### config.mk
export PLATFORM = sky130hd
export DESIGN_NAME = gf_mult_feeder
export DESIGN_NICKNAME = d
export VERILOG_FILES = /design/src/rtl/gf_mult_feeder.sv
export SDC_FILE = /design/constraint.sdc
export NUM_CORES = 1
export LEC_CHECK = 0
export BUFFER_PORTS_ARGS = -buffer_cell sky130_fd_sc_hd__buf_4
export CELL_PAD_IN_SITES_DETAIL_PLACEMENT = 1
export CELL_PAD_IN_SITES_GLOBAL_PLACEMENT = 1
export CORE_ASPECT_RATIO = 1.4
export CORE_MARGIN = 2
export CORE_UTILIZATION = 40
export CTS_BUF_LIST = sky130_fd_sc_hd__clkbuf_8
export DETAILED_ROUTE_END_ITERATION = 7
export PLACE_DENSITY_LB_ADDON = 0.1
export SLEW_MARGIN = 10
export SYNTH_ARGS = -nofsm -noshare
export SYNTH_HDL_FRONTEND = slang
export SYNTH_SLANG_ARGS = --single-unit
### constraint.sdc
create_clock -name clk_i -period 2.1 [get_ports clk_i]
set_input_delay 0.21 -clock clk_i [delete_from_list [all_inputs] [get_ports clk_i]]
set_output_delay 0.21 -clock clk_i [all_outputs]
set_load 0.005 [all_outputs]
### src/rtl/gf_mult_feeder.sv
// gf_mult_feeder: command FIFO and sequencer in front of the gf_mult GF(2^8) unit.
// Commands are queued, issued one at a time through gf_mult's trigger/PENDING
// handshake, and the results are returned in command order on a valid/ready port.
`timescale 1ns/1ps
module gf_mult_feeder #(
  parameter int unsigned DEPTH    = 4,
  parameter int unsigned IO_WIDTH = 8
) (
  input  logic                     clk_i,
  input  logic                     rst_ni,
  input  logic                     cmd_valid_i,
  output logic                     cmd_ready_o,
  input  logic [IO_WIDTH-1:0]      cmd_a_i,
  input  logic [IO_WIDTH-1:0]      cmd_b_i,
  input  logic                     cmd_op_i,
  output logic                     rsp_valid_o,
  input  logic                     rsp_ready_i,
  output logic [IO_WIDTH-1:0]      rsp_data_o,
  output logic                     rsp_op_o,
  output logic                     mult_trigger_o,
  output logic [IO_WIDTH-1:0]      mult_op_a_o,
  output logic [IO_WIDTH-1:0]      mult_op_b_o,
  output logic                     mult_op_select_o,
  input  logic [IO_WIDTH-1:0]      mult_result_i,
  input  logic                     mult_status_i,
  output logic [$clog2(DEPTH):0]   fifo_level_o,
  output logic                     busy_o,
  output logic                     err_o,
  input  logic                     err_clr_i
);

  localparam int unsigned PW = $clog2(DEPTH);
  localparam int unsigned LW = PW + 1;
  localparam int unsigned EW = 2 * IO_WIDTH + 1;

  // gf_mult status encoding (IDLE / PENDING)
  typedef enum logic {
    ST_IDLE    = 1'b0,
    ST_PENDING = 1'b1
  } status_e;

  typedef enum logic [2:0] {
    S_IDLE,
    S_TRIG,
    S_WAIT,
    S_CAPT,
    S_RESP
  } state_e;

  state_e              state_q, state_d;
  status_e             status;

  logic [EW-1:0]       mem [DEPTH];
  logic [PW-1:0]       wptr_q, rptr_q;
  logic [LW-1:0]       level_q, level_d;
  logic                ready_q;
  logic                push, pop;
  logic                capture, rsp_done, err_set;
  logic [EW-1:0]       head;

  logic [IO_WIDTH-1:0] op_a_q, op_b_q;
  logic                op_sel_q;
  logic [IO_WIDTH-1:0] rsp_data_q;
  logic                rsp_op_q, rsp_valid_q;
  logic                err_q;

  assign status = status_e'(mult_status_i);
  assign push   = cmd_valid_i & ready_q;
  assign head   = mem[rptr_q];

  // Next FIFO occupancy; simultaneous push and pop leave it unchanged
  always_comb begin
    level_d = level_q;
    if (push && !pop) begin
      level_d = level_q + LW'(1);
    end else if (!push && pop) begin
      level_d = level_q - LW'(1);
    end
  end

  // FIFO storage; contents need no reset since level/pointers gate all reads
  always_ff @(posedge clk_i) begin
    if (push) begin
      mem[wptr_q] <= {cmd_op_i, cmd_a_i, cmd_b_i};
    end
  end

  // FIFO pointers, level and registered ready (held low while in reset)
  always_ff @(posedge clk_i or negedge rst_ni) begin
    if (!rst_ni) begin
      wptr_q  <= '0;
      rptr_q  <= '0;
      level_q <= '0;
      ready_q <= 1'b0;
    end else begin
      if (push) wptr_q <= wptr_q + PW'(1);
      if (pop)  rptr_q <= rptr_q + PW'(1);
      level_q <= level_d;
      ready_q <= (level_d != LW'(DEPTH));
    end
  end

  // Sequencer state register
  always_ff @(posedge clk_i or negedge rst_ni) begin
    if (!rst_ni) begin
      state_q <= S_IDLE;
    end else begin
      state_q <= state_d;
    end
  end

  // Sequencer next state and per-state control strobes
  always_comb begin
    state_d  = state_q;
    pop      = 1'b0;
    capture  = 1'b0;
    rsp_done = 1'b0;
    err_set  = 1'b0;
    case (state_q)
      S_IDLE: begin
        if (level_q != '0) begin
          pop     = 1'b1;
          state_d = S_TRIG;
        end
      end
      S_TRIG: state_d = S_WAIT;
      S_WAIT: begin
        if (status == ST_PENDING) begin
          state_d = S_CAPT;
        end else begin
          err_set = 1'b1;
          state_d = S_IDLE;
        end
      end
      S_CAPT: begin
        if (status != ST_IDLE) err_set = 1'b1;
        capture = 1'b1;
        state_d = S_RESP;
      end
      S_RESP: begin
        if (rsp_ready_i) begin
          rsp_done = 1'b1;
          // chain straight into the next op to sustain one op per 4 cycles
          if (level_q != '0) begin
            pop     = 1'b1;
            state_d = S_TRIG;
          end else begin
            state_d = S_IDLE;
          end
        end
      end
      default: state_d = S_IDLE;
    endcase
  end

  // Operand registers loaded on pop; they alone drive the gf_mult operand ports
  always_ff @(posedge clk_i or negedge rst_ni) begin
    if (!rst_ni) begin
      op_a_q   <= '0;
      op_b_q   <= '0;
      op_sel_q <= 1'b0;
    end else if (pop) begin
      {op_sel_q, op_a_q, op_b_q} <= head;
    end
  end

  // Response holding register: captured in S_CAPT, released on handshake
  always_ff @(posedge clk_i or negedge rst_ni) begin
    if (!rst_ni) begin
      rsp_data_q  <= '0;
      rsp_op_q    <= 1'b0;
      rsp_valid_q <= 1'b0;
    end else if (capture) begin
      rsp_data_q  <= mult_result_i;
      rsp_op_q    <= op_sel_q;
      rsp_valid_q <= 1'b1;
    end else if (rsp_done) begin
      rsp_valid_q <= 1'b0;
    end
  end

  // Sticky protocol error; a new error outranks a clear in the same cycle
  always_ff @(posedge clk_i or negedge rst_ni) begin
    if (!rst_ni) begin
      err_q <= 1'b0;
    end else if (err_set) begin
      err_q <= 1'b1;
    end else if (err_clr_i) begin
      err_q <= 1'b0;
    end
  end

  assign cmd_ready_o      = ready_q;
  assign rsp_valid_o      = rsp_valid_q;
  assign rsp_data_o       = rsp_data_q;
  assign rsp_op_o         = rsp_op_q;
  assign mult_trigger_o   = (state_q == S_TRIG);
  assign mult_op_a_o      = op_a_q;
  assign mult_op_b_o      = op_b_q;
  assign mult_op_select_o = op_sel_q;
  assign fifo_level_o     = level_q;
  assign busy_o           = (state_q != S_IDLE) || (level_q != '0);
  assign err_o            = err_q;

endmodule

==> summary.md <==
| Metric | Value |
|---|---|
| CTS Buf Count | 9 |
| Tot GR Track Use | about 15% |
| Post-synthesis register bit count | about 110 |
| Worst path buffer plus inverter count | 1 |
| Mapped Area | 4160 sq um |
| Pwr/cell area | 1390 nW/um^2 |
| Worst EP required | around 2.3 ns |
| Chip width | approximately 90 um |
| Worst min-delay path category | in -> reg |
| Reg-to-Reg End | cmd_ready_o$_DFF_PN0_ |
| Avg Synthesized Cell Area | 19.4 sq um |
| CTS Sinks | 107 |
| Antenna fix cells | 0 |
| CP Data Arrival Time | slightly below 2 ns |
| Hold depth | 2 |
| Iteration-0 DRC Markers | 93 |
| Fin cells | approximately 440 |
| Final min period | between 1.5 and 2 ns |
| Post-Synthesis Cells | 214 |
| Status | completed |
| Drt pass-1 iters | 4 |
| Clk Latency, worst-skew pair | ~0.36 ns |
| Post-route setup TNS | 0 ns |
| Commonest cells after routing, fill and taps aside | buf_4, edfxtp_1, dfrtp_1, mux2_2, clkbuf_8 |
| Crit path largest cell delay | around 0.41 ns |
| Post-CTS Setup Bufs | 0 |
| Critical path's top delay family | adder cells |
| Cells after DPL | ~420 |
| Peak supply drop | approximately 0.55 mV |
| Largest net degree at the start of global routing | 40 |
| Fin nets | 331 |
| Sequential cell area fraction in the yosys report | between 70% and 80% |
| Overall die height | around 120 um |
| DRC errors left | 0 |
| DP Area | 4850 sq um |
| Setup violators final | 0 |
| Final period utilization | between 80% and 90% |
| # port buffers | 64 |
| Achievable Freq | 0.574 GHz |
| Number of routed nets with antenna violations | 0 |
| Total Power Consumption | around 7 mW |
| Syn. warnings | 0 |
| CTS tree | built |
| Max-cap violations | 0 |
| Global-route wire length before repair | 12700 um |
| Worst-path cell chain | inv_1 > ha_1 > nand2b_1 > nand3_2 > maj3_1 > nand2_1 > nand4b_1 |
| Routed Wire Length | slightly below 8000 um |
| Crit path max fanout | 10 |
| Deepest clock path buffer count | 2 |
| CP Launch Type | register |
| # H-tree levels | 3 |
| Root buf cell | clkbuf_8 |
| Final WS setup | ~0.36 ns |
| Via density | 4.87 |
| RSZ-0062 raised after global routing | false |
| Nature of the critical path endpoint | register |
| Final number of max-transition violations | 0 |
| Place WS | between 0.3 and 0.4 ns |
| Vias | ~2100 |
| Netlist cell types | 27 |
| Worst r2r path cells | 7 |
| CTS Hold Bufs | 1 |
| P_leak | between 2 and 2.5 nW |
| Vias in the first global route | 2358 |
| Die Area | about 11000 sq um |
| Final Hold Fails | 0 |
| Hold Path End | err_o$_DFFE_PN0P_ |
| Core Region | between 10000 and 15000 sq um |
| Skew final | 0.00667 ns |
| PostCTS Resize Cnt | 0 |
| CP max stage cell | maj3_1 |
| Total grt overflow | 0 |
| Clock transition at path regs | approximately 0.090 ns |
| Hold wc startpoint | err_clr_i |
| CP Class | reg -> reg |
| DPL Wire Length | roughly 5000 um |
| Area delta synth->final | 21.7% |
| Initial antenna violation count | 0 |
| Routability congestion estimate | ~0.67 |
| Rel. slew slack | 64.6% |
| Least-Margin Pin Slew | 0.531 ns |
| Commonest non-fill, non-tap cell in the layout | buf_4 |
| # IOs | 65 |
| Post-Syn Nets | around 250 |
| R2R setup slack | between 0.3 and 0.4 ns |
| R2R Path Start | fifo_level_o[0]$_DFF_PN0_ |
| Design Area, Final | 5060 sq um |
| Layout fillers | around 1000 |
| Fraction of layout cells with a size suffix above 1 | about two fifths |
| Std-Cell Rows | 44 |
| Avg WL per Cell | between 15 and 20 um |
| Initial Util | between 40% and 50% |
==> final cells by class <==
cell class	instances	area, sq um	area share [%]
tap	138	173	3.41
inverter	6	22.5	0.445
sequential	107	3020	59.6
multi-input combinational	94	1070	21.1
timing repair buffer	75	578	11.4
clock buffer	10	138	2.72
clock inverter	6	62.6	1.24
==> per-layer routing <==
| layer | vias up | track usage (%) | wire length, um |
|---|---|---|---|
| met2 | 52 | 26.6 | 4130 |
| li1 | 982 | - | - |
| met4 | 0 | 4.62 | 99 |
| met1 | 1081 | 17.2 | 3140 |
| met3 | 9 | 3.87 | 345 |
| met5 | - | 0 | 0 |
==> per-stage QoR <==
stage                     hold WS (ns)  util [%]
after global routing           0.00585      49.4
final                           0.0172      49.4
after detailed placement         0.248      47.4
after floorplan                -0.0856         -
after global placement           0.241      47.4
after CTS                      0.00206      49.4
==> synthesized netlist by cell type <==
cell | n | area [sq um]
nand2b_1 | 3 | 18.8
nand4b_1 | 1 | 8.76
dfrtp_1 | 39 | 976
ha_1 | 7 | 87.6
xor2_1 | 2 | 17.5
o32ai_1 | 1 | 8.76
mux2i_1 | 1 | 10.0
mux4_1 | 9 | 236
nand2_1 | 8 | 30.0
mux2_2 | 26 | 293
nor2b_1 | 1 | 6.26
o31ai_1 | 1 | 7.51
nand4_1 | 1 | 6.26
nand3_2 | 1 | 10.0
and3_1 | 4 | 25.0
xnor2_1 | 5 | 43.8
buf_6 | 2 | 22.5
nand3b_1 | 1 | 7.51
nor2_1 | 4 | 15.0
buf_2 | 5 | 25.0
and2_1 | 2 | 12.5
edfxtp_1 | 68 | 2040
o21ai_0 | 4 | 20.0
inv_1 | 6 | 22.5
mux4_2 | 8 | 180
maj3_1 | 1 | 10.0
a21oi_1 | 3 | 15.0
==> cell families (layout without fill, tap and decap cells) <==
family,count (synthesis),after routing,share of synthesized area (%)
and+or+nand+nor,26,26,3.37
xor gates and xnor gates,7,7,1.47
adders and majority gates,8,8,2.35
AOI/OAI and AO/OA,9,9,1.23
muxes,44,44,17.3
buffers and inverters,13,97,1.69
DFF,107,107,72.6
==> state kept, by name (all words and copies together), names as in the netlist <==
signal	flops
rptr_q	2
mem	68
fifo_level_o	3
rsp_data_o	8
state_q	3
err_o	1
mult_op_a_o	8
cmd_ready_o	1
rsp_valid_o	1
rsp_op_o	1
mult_op_select_o	1
wptr_q	2
mult_op_b_o	8
==> power by group <==
part | leakage [nW] | internal [mW] | switching (mW)
clock | 0.106 | 0.585 | 0.673
sequential | 1.08 | 2.91 | 0.318
combinational | 0.810 | 1.47 | 1.10
total | 2.00 | 4.96 | 2.09
==> how the worst max path moves through the flow <==
stage,from,to,cells after the start
CTS,fifo_level_o[0]$_DFF_PN0_,cmd_ready_o$_DFF_PN0_,7
finish,fifo_level_o[0]$_DFF_PN0_,cmd_ready_o$_DFF_PN0_,7
global route,fifo_level_o[0]$_DFF_PN0_,cmd_ready_o$_DFF_PN0_,7
global placement,fifo_level_o[0]$_DFF_PN0_,mult_op_a_o[7]$_DFFE_PN0P_,6
floorplan,fifo_level_o[0]$_DFF_PN0_,mult_op_a_o[3]$_DFFE_PN0P_,6
detailed placement,fifo_level_o[0]$_DFF_PN0_,cmd_ready_o$_DFF_PN0_,7
(Power assumes the default switching activity.)
